$ cat config.mk
export PLATFORM = sky130hd
export DESIGN_NAME = sparce_mem_arb
export DESIGN_NICKNAME = d
export VERILOG_FILES = /design/src/rtl/sparce_mem_arb_pkg.sv /design/src/rtl/sparce_mem_arb_rr_arb.sv /design/src/rtl/sparce_mem_arb.sv
export SDC_FILE = /design/constraint.sdc
export NUM_CORES = 1
export LEC_CHECK = 0
export CORE_AREA = 2 2 187 189
export CTS_CLUSTER_SIZE = 16
export DETAILED_ROUTE_END_ITERATION = 10
export DIE_AREA = 0 0 189 191
export PLACE_DENSITY = 0.53
export SYNTH_ARGS = -nofsm -noshare
export SYNTH_HDL_FRONTEND = slang
export SYNTH_HIERARCHICAL = 1
export SYNTH_SLANG_ARGS = --single-unit
$ cat constraint.sdc
create_clock -name clk -period 2.5 [get_ports clk]
set_clock_uncertainty 0.05 [all_clocks]
set_input_delay 0.375 -clock clk [delete_from_list [all_inputs] [get_ports clk]]
set_output_delay 0.375 -clock clk [all_outputs]
set_load 0.03 [all_outputs]
$ cat src/rtl/sparce_mem_arb_pkg.sv
// sparceMemPkg: shared types and defaults for the sparce memory arbiter.
//   BC / BADDR : default byte-lane count of the data word and lane-select width.
//   op_e       : access size carried on requests and on the memory strobes.
//   arb_state_e: request-handling FSM states of sparce_mem_arb.
//   op_bytes() : access size in bytes (0 for NOP).
package sparceMemPkg;

  localparam int BC    = 8;
  localparam int BADDR = 3;

  typedef enum logic [2:0] {
    NOP      = 3'd0,
    BYTE_OP  = 3'd1,
    HALF_OP  = 3'd2,
    WORD_OP  = 3'd3,
    DWORD_OP = 3'd4
  } op_e;

  typedef enum logic [1:0] {
    IDLE,
    ISSUE,
    WAIT_RD,
    RESP
  } arb_state_e;

  function automatic int op_bytes(input op_e op);
    case (op)
      BYTE_OP:  return 1;
      HALF_OP:  return 2;
      WORD_OP:  return 4;
      DWORD_OP: return 8;
      default:  return 0;
    endcase
  endfunction

endpackage

$ cat src/rtl/sparce_mem_arb_rr_arb.sv
// sparce_mem_rr_arb: 2-way round-robin grant.
//   clk, rst : clock, synchronous active-high reset (pointer -> requester 0).
//   valid    : request bits from the two requesters.
//   adv      : a grant was taken this cycle; pointer moves past the winner.
//   grant    : one-hot grant (zero when nothing is valid).
//   idx      : index of the granted requester.
module sparce_mem_rr_arb (
  input  logic       clk,
  input  logic       rst,
  input  logic [1:0] valid,
  input  logic       adv,
  output logic [1:0] grant,
  output logic       idx
);

  logic ptr_q;

  // The pointer names the preferred requester; fall back to the other one.
  always_comb begin
    idx   = ptr_q;
    grant = 2'b00;
    if (!valid[ptr_q]) idx = ~ptr_q;
    if (|valid)        grant[idx] = 1'b1;
  end

  always_ff @(posedge clk) begin
    if (rst)      ptr_q <= 1'b0;
    else if (adv) ptr_q <= ~idx;
  end

endmodule

$ cat src/rtl/sparce_mem_arb.sv
// sparce_mem_arb: two requesters share one single-ported memory, one
// transaction in flight at a time.
//   clk, rst                 : clock, synchronous active-high reset.
//   req_valid/req_ready      : per-requester request handshake (ready pulses
//                              for one cycle on acceptance, only in IDLE).
//   req_write/op/addr/wdata  : request payload, wdata lane-aligned.
//   rsp_valid/rsp_ready      : per-requester response handshake.
//   rsp_err/rsp_rdata        : response payload (rdata lanes outside the
//                              access zeroed, all zero for writes/errors).
//   mem_cs/we/re/waddr/raddr/wdata : one-cycle memory strobe.
//   mem_rdata                : memory read data, one cycle after the strobe.
module sparce_mem_arb
  import sparceMemPkg::*;
#(
  parameter int ADDR_W = 32,
  parameter int BC     = sparceMemPkg::BC,
  parameter int BADDR  = sparceMemPkg::BADDR
) (
  input  logic                     clk,
  input  logic                     rst,
  input  logic [1:0]               req_valid,
  output logic [1:0]               req_ready,
  input  logic [1:0]               req_write,
  input  op_e  [1:0]               req_op,
  input  logic [1:0][ADDR_W-1:0]   req_addr,
  input  logic [1:0][BC-1:0][7:0]  req_wdata,
  output logic [1:0]               rsp_valid,
  input  logic [1:0]               rsp_ready,
  output logic                     rsp_err,
  output logic [BC-1:0][7:0]       rsp_rdata,
  output logic                     mem_cs,
  output op_e                      mem_we,
  output op_e                      mem_re,
  output logic [ADDR_W-1:0]        mem_waddr,
  output logic [ADDR_W-1:0]        mem_raddr,
  output logic [BC-1:0][7:0]       mem_wdata,
  input  logic [BC-1:0][7:0]       mem_rdata
);

  arb_state_e state_q, state_d;

  logic       take;
  logic [1:0] gnt;
  logic       gnt_idx;

  // latched transaction
  logic               own_q;
  logic               wr_q;
  logic               err_q;
  op_e                op_q;
  logic [ADDR_W-1:0]  addr_q;
  logic [BC-1:0][7:0] wdata_q;
  logic [BC-1:0][7:0] rdata_q;

  // granted request, before latching
  op_e               sel_op;
  logic [ADDR_W-1:0] sel_addr;
  int                sel_sz;
  int                sel_off;
  logic              sel_bad;

  // read lane window of the latched request
  int          rd_sz;
  int          rd_off;
  logic [BC-1:0] keep;

  // No acceptance is signalled while reset is held: the edge would discard it.
  assign take = (state_q == IDLE) && (|req_valid) && !rst;

  sparce_mem_rr_arb u_arb (
    .clk   (clk),
    .rst   (rst),
    .valid (req_valid),
    .adv   (take),
    .grant (gnt),
    .idx   (gnt_idx)
  );

  assign req_ready = take ? gnt : 2'b00;

  // Legality is decided on the granted request so the first state after
  // IDLE already knows whether the memory is touched at all.
  always_comb begin
    sel_op   = req_op[gnt_idx];
    sel_addr = req_addr[gnt_idx];
    sel_sz   = op_bytes(sel_op);
    sel_off  = int'(sel_addr[BADDR-1:0]);
    sel_bad  = (sel_sz == 0) || (sel_sz > BC) || ((sel_off & (sel_sz - 1)) != 0);
  end

  always_comb begin
    rd_sz  = op_bytes(op_q);
    rd_off = int'(addr_q[BADDR-1:0]);
  end

  for (genvar k = 0; k < BC; k++) begin : g_lane
    assign keep[k] = (k >= rd_off) && (k < rd_off + rd_sz);
  end

  // ---------------------------------------------------------------- FSM
  always_ff @(posedge clk) begin
    if (rst) state_q <= IDLE;
    else     state_q <= state_d;
  end

  always_comb begin
    state_d = state_q;
    case (state_q)
      IDLE:    if (take) state_d = sel_bad ? RESP : ISSUE;
      ISSUE:   state_d = wr_q ? RESP : WAIT_RD;
      WAIT_RD: state_d = RESP;
      RESP:    if (rsp_ready[own_q]) state_d = IDLE;
      default: state_d = IDLE;
    endcase
  end

  // ------------------------------------------------------ datapath regs
  always_ff @(posedge clk) begin
    if (rst) begin
      own_q   <= 1'b0;
      wr_q    <= 1'b0;
      err_q   <= 1'b0;
      op_q    <= NOP;
      addr_q  <= '0;
      wdata_q <= '0;
      rdata_q <= '0;
    end else if (take) begin
      own_q   <= gnt_idx;
      wr_q    <= req_write[gnt_idx];
      err_q   <= sel_bad;
      op_q    <= sel_op;
      addr_q  <= sel_addr;
      wdata_q <= req_wdata[gnt_idx];
      rdata_q <= '0;
    end else if (state_q == WAIT_RD) begin
      for (int k = 0; k < BC; k++)
        rdata_q[k] <= keep[k] ? mem_rdata[k] : 8'h00;
    end
  end

  // ------------------------------------------------------------ outputs
  assign mem_cs    = (state_q == ISSUE);
  assign mem_we    = (state_q == ISSUE &&  wr_q) ? op_q : NOP;
  assign mem_re    = (state_q == ISSUE && !wr_q) ? op_q : NOP;
  assign mem_waddr = addr_q;
  assign mem_raddr = addr_q;
  assign mem_wdata = wdata_q;

  assign rsp_valid = (state_q != RESP) ? 2'b00 : (own_q ? 2'b10 : 2'b01);
  assign rsp_err   = (state_q == RESP) && err_q;
  assign rsp_rdata = (state_q == RESP) ? rdata_q : '0;

endmodule

==> results.yml <==
run_status:
  run_status: "finished, final reports clean"
placement:
  hpwl_microns: 24100
  gp_congestion: 0.799
  portBuffers: 473
floorplan:
  initial_core_util: 0.234
  core_region_area_sq_um: 34100
  i_o_pin_count: 474
  fp.dieH_microns: 191
  placementRows: 68
  die_width_microns: 189
  design.die.area_sq_um: 36100
clock_network:
  cts_buffer_count: 17
  clock_sinks: 169
  ctsHoldBuffers: 0
  tritoncts: "done"
  clk_pin_slew_ps: 70
  clock_latency_ps: 450
  cts_root_buffer: "sky130_fd_sc_hd__clkbuf_16"
  ctsLongestPathBuffers: 2
  h-tree-depth: 4
logic_synthesis:
  synth_seq_cells: 169
  synthDistinctLibCells: 51
  postSynthCellCount: 860
  synth.yosys.seq_area_share: 0.423
  syn_warnings: 6
  syn_nets: 1139
  asyncSetResetFlopFracSynth: 0
  synthesis.area_sq_um: 7990
  avgSynthCellArea_sq_um: 9.30
  dominantRegCellSynth: "sky130_fd_sc_hd__dfxtp_1"
  synth-edff-count: 0
timing:
  tightestPinTransition_ps: 681
  setup_viol: 0
  timing.final.hold_violations: 0
  timing_limited_maximum_frequency_ghz: 0.421
  setup_total_negative_slack_ps: 0
  unrepaired_setup_endpoints_after_global_routing: "true"
  slew_viol_final: 0
  slew_headroom: 0.546
  period_minus_slack_ps: 2380
  part_of_the_cycle_the_worst_path_needs: 0.950
detailed_routing:
  number_of_routed_nets_with_antenna_violations: 0
  drc_errors: 0
  detail_route.wirelength_microns: 31800
  drtIter0Drc: 243
  via_density_per_instance: 4.42
  first_pass_iters: 4
  drt-wirelength-per-cell_microns: 17.9
  dr_total_vias: 7837
worst_setup_path:
  critical_path_required_ps: 2760
  timing.critical_path.from_type: "flop"
  worst-setup-path-type: "flop to flop"
  crit_path_end_kind: "flop"
  max_stage_delay_ps: 380
  critPathMaxFanout: 4
  crit_chain: "inv_2 > mux2i_4 > mux2_4 > nor2_1 > nand2_1 > ha_2 > or3_4 > a31o_4 > a211oi_2 > nor3_1"
  worstPathArrival_ps: 2640
  rrSetupSlack_ps: 120
  crit_family: "multiplexers"
  worstPathBufferInverterCount: 1
  cp_slowest_cell: "sky130_fd_sc_hd__or3_4"
hold_path:
  worstHoldPathType: "primary input to flop"
power:
  irDropWorstVdd_mv: 0.574
  power_per_cell_area_nw_per_um2: 974
  cellLeakagePower_nw: 5.59
global_routing:
  number_of_antenna_violations_at_the_first_check_in_global_routing: 5
  first_global_vias: 7733
  grt_max_degree: 139
  grt_usage: 0.172
  global_route.overflow_total: 0
  first_pass_grt_wire_length_microns: 47100
final_layout:
  leading_cell_type_in_the_layout_fill_and_taps_excluded: "sky130_fd_sc_hd__clkdlybuf4s50_1"
  layout.nets: 1582
  layout_area_overhead_pct: 73.6
  share_of_cells_above_drive_strength_1: 0.141
  final_core_utilization: 0.407
  most-common-layout-cells: "sky130_fd_sc_hd__clkdlybuf4s50_1 (397), sky130_fd_sc_hd__dfxtp_1 (166), sky130_fd_sc_hd__nor2_1 (122), sky130_fd_sc_hd__buf_4 (103), sky130_fd_sc_hd__a211oi_1 (100)"
job:
  maxCapViolCount: 0
==> state kept, by name, indices dropped and copies added, names as in the netlist <==
signal / flops
mem_raddr: 32
mem_wdata: 64
state_q: 2
op_q: 3
rdata_q: 64
wr_q: 1
u_arb/ptr_q: 1
err_q: 1
own_q: 1
==> cell families (layout without fill, tap and decap cells) <==
| group | Yosys count | count (layout) | share of synthesized area |
|---|---|---|---|
| AND/OR/NAND/NOR | 276 | 276 | 0.173 |
| flip-flops | 169 | 169 | 0.423 |
| buffers and inverters | 104 | 560 | 0.0678 |
| other | 0 | 3 | 0 |
| multiplexers | 102 | 102 | 0.128 |
| adder cells (fa/ha/maj) | 9 | 9 | 0.0150 |
| XOR/XNOR | 1 | 1 | 0.00110 |
| AO/OA/AOI/OAI | 199 | 199 | 0.192 |
==> tightest hold or removal path, delay by kind of cell <==
kind | cells | cell delay [ps]
buf+inv | 2 | 330
compound gates | 1 | 140
==> where the power goes <==
group	switching [mW]	total (mW)	leakage, nW	internal (mW)
sequential	0.450	3.81	1.39	3.36
combinational	3.94	6.76	3.89	2.81
clock	1.21	2.95	0.315	1.74
total	5.60	13.5	5.59	7.91
==> final timing paths <==
kind	depth (start not counted)	end	from
worst min-delay path	3	u_arb/ptr_q$_SDFFE_PP0P_	rst
worst max-delay path	10	err_q$_SDFFE_PP0P_	u_arb/ptr_q$_SDFFE_PP0P_
worst max register to register	10	err_q$_SDFFE_PP0P_	u_arb/ptr_q$_SDFFE_PP0P_
worst min register to register	2	rdata_q[33]$_SDFFE_PP0N_	rdata_q[33]$_SDFFE_PP0N_
==> final cells by class <==
type                       count  area (sq um)
clock buffer                  19           453
timing repair buffer         520          5050
multi-input combinational    587          4190
clock inverter                13           193
sequential                   169          3390
tap                          455           569
fill                        3391         20200
inverter                       8          30.0
antenna                        3          7.51
==> timing repair <==
action	4_1_cts	5_1_grt
buffers inserted	0	3
gates cloned	0	0
pin swaps	0	9
hold endpoints to repair	0	0
resized for setup	8	23
endpoints found under the setup margin	14	45
==> per-layer routing <==
layer / vias up / track usage / wire length (microns)
li1: 3935 / - / -
met3: 22 / 0.0723 / 3020
met2: 298 / 0.291 / 15300
met4: 6 / 0.0499 / 361
met1: 3576 / 0.199 / 13100
met5: - / 0 / 37
==> cells in the mapped netlist, types with 3 or more instances <==
library cell | number | area, sq um
sky130_fd_sc_hd__buf_2 | 16 | 80.1
sky130_fd_sc_hd__nand2b_1 | 10 | 62.6
sky130_fd_sc_hd__nor3_1 | 4 | 20.0
sky130_fd_sc_hd__and3_1 | 4 | 25.0
sky130_fd_sc_hd__dfxtp_1 | 169 | 3380
sky130_fd_sc_hd__buf_1 | 4 | 15.0
sky130_fd_sc_hd__inv_1 | 8 | 30.0
sky130_fd_sc_hd__and2_1 | 74 | 463
sky130_fd_sc_hd__clkbuf_1 | 41 | 154
sky130_fd_sc_hd__ha_1 | 8 | 100
sky130_fd_sc_hd__a21oi_1 | 20 | 100
sky130_fd_sc_hd__buf_4 | 35 | 263
sky130_fd_sc_hd__nor2b_1 | 10 | 62.6
sky130_fd_sc_hd__o21ai_0 | 12 | 60.1
sky130_fd_sc_hd__a21oi_2 | 4 | 35.0
sky130_fd_sc_hd__a21o_1 | 3 | 22.5
sky130_fd_sc_hd__a22o_1 | 40 | 350
sky130_fd_sc_hd__a211oi_1 | 102 | 766
sky130_fd_sc_hd__mux2i_1 | 100 | 1000
sky130_fd_sc_hd__nand2_1 | 24 | 90.1
sky130_fd_sc_hd__nand3_1 | 12 | 60.1
sky130_fd_sc_hd__nor2_1 | 124 | 465
==> through the flow <==
stage | std cells | instance area, sq um | total power, mW | hold WS, ps | setup slack [ps]
floorplan | 860 | 8040 | 7.91 | 367 | 27.5
global placement | 1736 | 13100 | 10.6 | 381 | -402
detailed placement | 1736 | 13100 | 10.6 | 395 | -416
CTS | 1768 | 13800 | 13.6 | 405 | 1.78
global route | 1771 | 13900 | 14.3 | 437 | -3.37
finish | 1774 | 13900 | 13.5 | 391 | 125
Power figures use the tool's default switching activity.
